--- config.mk ---
export PLATFORM = sky130hd
export DESIGN_NAME = fft_result_serializer
export DESIGN_NICKNAME = d
export VERILOG_FILES = /design/src/rtl/fft_pkg.sv /design/src/rtl/fft_res_fifo.sv /design/src/rtl/fft_result_serializer.sv
export SDC_FILE = /design/constraint.sdc
export NUM_CORES = 1
export LEC_CHECK = 0
export CAP_MARGIN = 10
export CORE_ASPECT_RATIO = 0.9
export CORE_MARGIN = 5
export CORE_UTILIZATION = 45
export DETAILED_ROUTE_END_ITERATION = 8
export PLACE_DENSITY = 0.61
export SKIP_LAST_GASP = 1
export SYNTH_ARGS = -nofsm -noshare
export SYNTH_HDL_FRONTEND = slang
export SYNTH_SLANG_ARGS = --single-unit
--- constraint.sdc ---
create_clock -name i_clk -period 10.2 [get_ports i_clk]
set_clock_uncertainty 0.15 [all_clocks]
set_input_delay 2.04 -clock i_clk [delete_from_list [all_inputs] [get_ports i_clk]]
set_output_delay 2.04 -clock i_clk [all_outputs]
set_load 0.005 [all_outputs]
--- src/rtl/fft_pkg.sv ---
`default_nettype none
// ============================================================================
// Package     : fft_pkg
// Description : Shared types and constants for the FFT result serializer.
//               fft_result_t packs one butterfly result with A_re in the most
//               significant word, so the frame byte order equals the packed
//               bit order from MSB down.
// Revision    : 1.0 - initial release
// ============================================================================
package fft_pkg;

    typedef struct packed {
        logic [31:0] a_re;
        logic [31:0] a_im;
        logic [31:0] b_re;
        logic [31:0] b_im;
    } fft_result_t;

    localparam int RES_PAYLOAD_BYTES = 16;
    localparam int FRAME_OVERHEAD    = 2;

    typedef enum logic [0:0] {
        IDLE = 1'b0,
        SEND = 1'b1
    } ser_state_t;

endpackage
`default_nettype wire

--- src/rtl/fft_res_fifo.sv ---
`default_nettype none
// ============================================================================
// Module      : fft_res_fifo
// Description : Synchronous FIFO of fft_result_t records. A push while full
//               is accepted only when a pop happens in the same cycle. The
//               head record is presented combinationally on pop_data.
// Ports       : i_clk, i_rst       clock, synchronous active-high reset
//               push, push_data    write request and record
//               pop, pop_data      read request and head record
//               full, empty, count occupancy status
// Revision    : 1.0 - initial release
// ============================================================================
module fft_res_fifo
    import fft_pkg::*;
#(
    parameter int DEPTH = 4
) (
    input  logic                         i_clk,
    input  logic                         i_rst,
    input  logic                         push,
    input  fft_result_t                  push_data,
    input  logic                         pop,
    output fft_result_t                  pop_data,
    output logic                         full,
    output logic                         empty,
    output logic [$clog2(DEPTH+1)-1:0]   count
);

    localparam int AW = (DEPTH > 1) ? $clog2(DEPTH) : 1;
    localparam int CW = $clog2(DEPTH + 1);

    fft_result_t   mem [DEPTH];
    logic [AW-1:0] wr_ptr;
    logic [AW-1:0] rd_ptr;
    logic          do_push;
    logic          do_pop;

    assign full     = (count == CW'(DEPTH));
    assign empty    = (count == '0);
    assign do_pop   = pop & ~empty;
    // A pop in the same cycle frees the slot the push needs.
    assign do_push  = push & (~full | do_pop);
    assign pop_data = mem[rd_ptr];

    // Storage carries no reset: only entries between the pointers are valid.
    always_ff @(posedge i_clk) begin
        if (do_push) begin
            mem[wr_ptr] <= push_data;
        end
    end

    // DEPTH is a power of two, so the pointers wrap naturally.
    always_ff @(posedge i_clk) begin
        if (i_rst) begin
            wr_ptr <= '0;
            rd_ptr <= '0;
            count  <= '0;
        end else begin
            if (do_push) begin
                wr_ptr <= wr_ptr + 1'b1;
            end
            if (do_pop) begin
                rd_ptr <= rd_ptr + 1'b1;
            end
            case ({do_push, do_pop})
                2'b10:   count <= count + 1'b1;
                2'b01:   count <= count - 1'b1;
                default: count <= count;
            endcase
        end
    end

endmodule
`default_nettype wire

--- src/rtl/fft_result_serializer.sv ---
`default_nettype none
// ============================================================================
// Module      : fft_result_serializer
// Description : Captures radix-2 butterfly results (four IEEE-754 singles),
//               buffers up to DEPTH records and streams each one as a byte
//               frame over a valid/ready byte interface, MSB byte of A_re
//               first, then A_im, B_re, B_im.
//               Build option FFT_SER_FRAME_EN: frames become HDR_BYTE,
//               16 payload bytes, XOR checksum (18 bytes). Without it the
//               frame is the 16 payload bytes only and HDR_BYTE does not
//               exist as a parameter.
// Ports       : i_clk, i_rst       clock, synchronous active-high reset
//               i_res_valid        result pulse, i_A_re/i_A_im/i_B_re/i_B_im
//               o_data, o_valid, i_ready, o_last   byte stream
//               o_fill             records held in the FIFO
//               o_overflow         sticky drop flag
//               o_busy             FIFO non-empty or frame in progress
// Revision    : 1.0 - initial release
// ============================================================================
module fft_result_serializer
    import fft_pkg::*;
#(
    parameter int DEPTH = 4
`ifdef FFT_SER_FRAME_EN
    ,
    parameter logic [7:0] HDR_BYTE = 8'hA5
`endif
) (
    input  logic                        i_clk,
    input  logic                        i_rst,
    input  logic                        i_res_valid,
    input  logic [31:0]                 i_A_re,
    input  logic [31:0]                 i_A_im,
    input  logic [31:0]                 i_B_re,
    input  logic [31:0]                 i_B_im,
    output logic [7:0]                  o_data,
    output logic                        o_valid,
    input  logic                        i_ready,
    output logic                        o_last,
    output logic [$clog2(DEPTH+1)-1:0]  o_fill,
    output logic                        o_overflow,
    output logic                        o_busy
);

`ifdef FFT_SER_FRAME_EN
    localparam logic [4:0] LAST_IDX = 5'(RES_PAYLOAD_BYTES + FRAME_OVERHEAD - 1);
    // Index of the last payload byte within the frame (header is index 0).
    localparam logic [4:0] LAST_PAY = 5'(RES_PAYLOAD_BYTES);
`else
    localparam logic [4:0] LAST_IDX = 5'(RES_PAYLOAD_BYTES - 1);
`endif

    ser_state_t   state;
    fft_result_t  in_rec;
    fft_result_t  head;
    logic [127:0] shifter;
    logic [4:0]   byte_idx;
    logic         fifo_full;
    logic         fifo_empty;
    logic         pop;
    logic         xfer;
`ifdef FFT_SER_FRAME_EN
    logic [7:0]   checksum;
`endif

    assign in_rec = '{a_re: i_A_re, a_im: i_A_im, b_re: i_B_re, b_im: i_B_im};
    assign pop    = (state == IDLE) & ~fifo_empty;
    assign xfer   = o_valid & i_ready;
    assign o_busy = ~fifo_empty | (state == SEND);

    fft_res_fifo #(
        .DEPTH     (DEPTH)
    ) u_fifo (
        .i_clk     (i_clk),
        .i_rst     (i_rst),
        .push      (i_res_valid),
        .push_data (in_rec),
        .pop       (pop),
        .pop_data  (head),
        .full      (fifo_full),
        .empty     (fifo_empty),
        .count     (o_fill)
    );

    always_ff @(posedge i_clk) begin
        if (i_rst) begin
            o_overflow <= 1'b0;
        end else if (i_res_valid & fifo_full & ~pop) begin
            o_overflow <= 1'b1;
        end
    end

    // Serializer: o_data always holds the byte on offer; the shifter holds
    // the bytes still to come, next one in its top byte.
    always_ff @(posedge i_clk) begin
        if (i_rst) begin
            state    <= IDLE;
            shifter  <= '0;
            byte_idx <= '0;
            o_data   <= '0;
            o_valid  <= 1'b0;
            o_last   <= 1'b0;
`ifdef FFT_SER_FRAME_EN
            checksum <= '0;
`endif
        end else begin
            case (state)
                IDLE: begin
                    o_valid <= 1'b0;
                    o_last  <= 1'b0;
                    if (pop) begin
                        state    <= SEND;
                        byte_idx <= '0;
                        o_valid  <= 1'b1;
`ifdef FFT_SER_FRAME_EN
                        o_data   <= HDR_BYTE;
                        shifter  <= head;
                        checksum <= '0;
`else
                        o_data   <= head[127:120];
                        shifter  <= head << 8;
`endif
                    end
                end
                SEND: begin
                    if (xfer) begin
                        if (byte_idx == LAST_IDX) begin
                            state   <= IDLE;
                            o_valid <= 1'b0;
                            o_last  <= 1'b0;
                        end else begin
                            byte_idx <= byte_idx + 5'd1;
`ifdef FFT_SER_FRAME_EN
                            // Bytes 1..16 are payload; fold each into the
                            // checksum as it is handed over.
                            if (byte_idx != '0) begin
                                checksum <= checksum ^ o_data;
                            end
                            if (byte_idx == LAST_PAY) begin
                                o_data <= checksum ^ o_data;
                                o_last <= 1'b1;
                            end else begin
                                o_data  <= shifter[127:120];
                                shifter <= shifter << 8;
                            end
`else
                            o_data  <= shifter[127:120];
                            shifter <= shifter << 8;
                            o_last  <= (byte_idx == LAST_IDX - 5'd1);
`endif
                        end
                    end
                end
                default: state <= IDLE;
            endcase
        end
    end

endmodule
`default_nettype wire

==> impl_metrics.toml <==
[outcome]
status = "complete, no violations"

[worst_setup_path]
critPathRequiredTime_ns = 10.24
timing.critical_path.from = "i_res_valid"
setup.worst_path.class = "input port to flop"
critPathMaxFanout = 65
critPathLaunchType = "input port"
rr_endpoint = "shifter[42]$_SDFFE_PP0P_"
worst-r2r-cell-count = 6
critPathArrivalTime_ns = 4.79
endpoint_kind = "flop"
crit_path_end = "u_fifo.mem[0][83]$_DFFE_PP_"
reg2reg_slack_ns = 6.37

[cts]
cts.clk_slew.worst_paths_ns = 0.06
cts_buffer_depth = 3
cts_inserted_buffers = 66
clkSinkCount = 658
clkLatencyLatePin_ns = 0.59
htreeDepth = 3
postCtsHoldBufs = 0
cts_tree = "done"
postCtsSetupBuffers = 0
root_buffer = "clkbuf_16"
cts_resized = 0

[placement]
gp_congestion = 0.717
port_buffers = 146
dp.cells = 2347
placed_area_mm2 = 0.0269
dp_hpwl_um = 30300
place_ws_ns = 4.76

[sta]
worst_pin_slew_ns = 1.10
hold_violations = 0
final.setup.tns_ns = 0
fin_crit_ns = 4.75
fin_hold_ws_ns = 0.332
fmax_mhz = 211
max_slew_margin_pct = 26.4
setup_viol_count_final = 0
worst_slack_ns = 5.45
rsz0062_at_grt = "no"
period_share_pct = 46.6
drv_slew = 0

[power]
p_total_mw = 7.80
power_frac_seq_pct = 44.3
switchingPower_mw = 2.42
ir_worst_vdd_uv = 175
p_sw_share_pct = 31.1
internal_power_mw = 5.38
power_density_mw_per_mm2 = 269
p_clk_share_pct = 29.9
comb_power_share_pct = 25.8
p_leak_nw = 9.18

[layout]
drive_above_1_share_pct = 7.44
fin_area_mm2 = 0.0290
multi_input_area_mm2 = 0.00608
syn2layout_area_growth_pct = 16.6
seqCellArea_mm2 = 0.0183
final_cells = 2467
nets = 1851
fin_util_pct = 53.2
fillerInstances = 4444

[logic_synthesis]
ys_seq_area_share_pct = 73.6
synth_top_area_cell = "edfxtp_1"
async_flop_share_pct = 0
syn_nets = 1726
synth_commonest_cells = "edfxtp_1 (512), mux2i_1 (235), dfxtp_1 (146), nor2_1 (132), o21ai_0 (120)"
synth_top_area_share_pct = 61.8
synth.top_cells.by_area = "edfxtp_1 (62%), dfxtp_1 (12%), mux2i_1 (9.5%), a211oi_1 (3.6%), a22oi_1 (3.5%)"
synth-edff-count = 512
yosysMostFrequentCell = "edfxtp_1"
synth-seq-cells = 658
avgSynthCellArea_um2 = 15.7
syn_area_mm2 = 0.0249
synth-main-ff-cell = "edfxtp_1"
ys_warn_count = 0
synth.distinct_cells = 42
netlist_instances = 1585

[worst_hold_path]
hold_class = "flop to flop"

[global_route]
grt_use_total_pct = 17.8
grt_max_degree = 83
grt_overflow = 0
grt_pass1_wl_um = 83000
grt_pass1_vias = 14038
antenna_found_initial = 1

[drt]
drt-pass1-iter-count = 5
drc = 0
drt_wl_total_um = 54000
via_count = 13724
wl_per_cell_um = 21.9
vias_per_cell = 5.56
drtIter0Drc = 1126
ant_nets = 0

[die]
io_pins = 147
core_mm2 = 0.0545
die_h_um = 233
die_w_um = 258
start_util_pct = 45.6
row_count = 81
die_area_mm2 = 0.0601

[flow_run]
cap_violations = 0
-- worst max-delay path: stages --
cell,delay (ns)
clkdlybuf4s50_1,0.48
nor2b_1,0.32
and2_4,0.90
buf_4,0.97
-- worst min-delay path by stage --
stage | depth (start not counted) | from | endpoint | slack (ns)
finish | 1 | shifter[15]$_SDFFE_PP0P_ | shifter[15]$_SDFFE_PP0P_ | 0.33
global route | 1 | shifter[8]$_SDFFE_PP0P_ | shifter[8]$_SDFFE_PP0P_ | 0.35
CTS | 1 | shifter[15]$_SDFFE_PP0P_ | shifter[15]$_SDFFE_PP0P_ | 0.33
detailed placement | 1 | shifter[15]$_SDFFE_PP0P_ | shifter[15]$_SDFFE_PP0P_ | 0.32
global placement | 2 | o_overflow$_SDFFE_PP0P_ | o_overflow$_SDFFE_PP0P_ | 0.31
floorplan | 1 | shifter[15]$_SDFFE_PP0P_ | shifter[15]$_SDFFE_PP0P_ | 0.29
-- cell families after synthesis --
logic type                 synth area share, %
AOI/OAI and AO/OA                         10.3
xor gates and xnor gates                 0.176
adders and majority gates                0.483
buffers and inverters                     2.13
DFF                                       73.6
muxes                                     10.5
and+or+nand+nor                           2.85
-- registers in the layout (all words and copies together) (netlist names), named ones only --
signal	flops
state	1
o_overflow	1
u_fifo.mem	512
byte_idx	5
u_fifo.rd_ptr	2
o_last	1
shifter	120
u_fifo.count	3
o_valid	1
o_data	8
u_fifo.wr_ptr	2
-- power groups by stage --
| stage | registers [mW] | logic, mW | clock network, mW |
|---|---|---|---|
| final | 3.46 | 2.01 | 2.33 |
| after global routing | 3.49 | 2.23 | 2.50 |
| after CTS | 3.46 | 2.04 | 2.38 |
| after detailed placement | 3.51 | 2.04 | 0 |
| after global placement | 3.50 | 1.99 | 0 |
| after floorplan | 3.43 | 1.48 | 0 |
-- layer usage --
| metal | vias to the layer above | routed length (µm) | global-route usage [%] |
|---|---|---|---|
| li1 | 6440 | - | - |
| met1 | 6906 | 24500 | 24.5 |
| met2 | 306 | 26200 | 29.2 |
| met3 | 70 | 2330 | 3.66 |
| met4 | 2 | 997 | 4.52 |
| met5 | - | 14 | 0 |
-- placed cells by master, fill, tap and decap left out, types with 2 or more instances in the layout --
cell type        count
bufinv_16            2
clkbuf_16           72
clkbuf_1            28
a21oi_1              7
clkbuf_8             4
o21ai_0            120
and2_4               4
mux2i_1            235
inv_1               10
a311oi_1             2
xor2_1               2
nor2_1             131
clkinv_2             7
clkdlybuf4s50_1    145
nor3_1               8
o22ai_1              3
dfxtp_1            145
mux4_2              11
a22o_1               8
nand3b_1             2
clkinv_1             5
nand2_1              7
a211oi_1           119
edfxtp_1           512
ha_1                 8
a22oi_1            117
nand3_1              2
buf_4               21
xnor2_1              3
-- final cells by class --
class,count,area share [%]
Antenna cell,1,0.00863
Clock buffer,104,6.77
Clock inverter,15,0.423
Inverter,10,0.129
Multi-Input combinational cell,808,21.0
Sequential cell,658,63.1
Tap cell,705,3.04
Timing Repair Buffer,166,5.55
No activity file was read; power rests on OpenSTA's default activity.
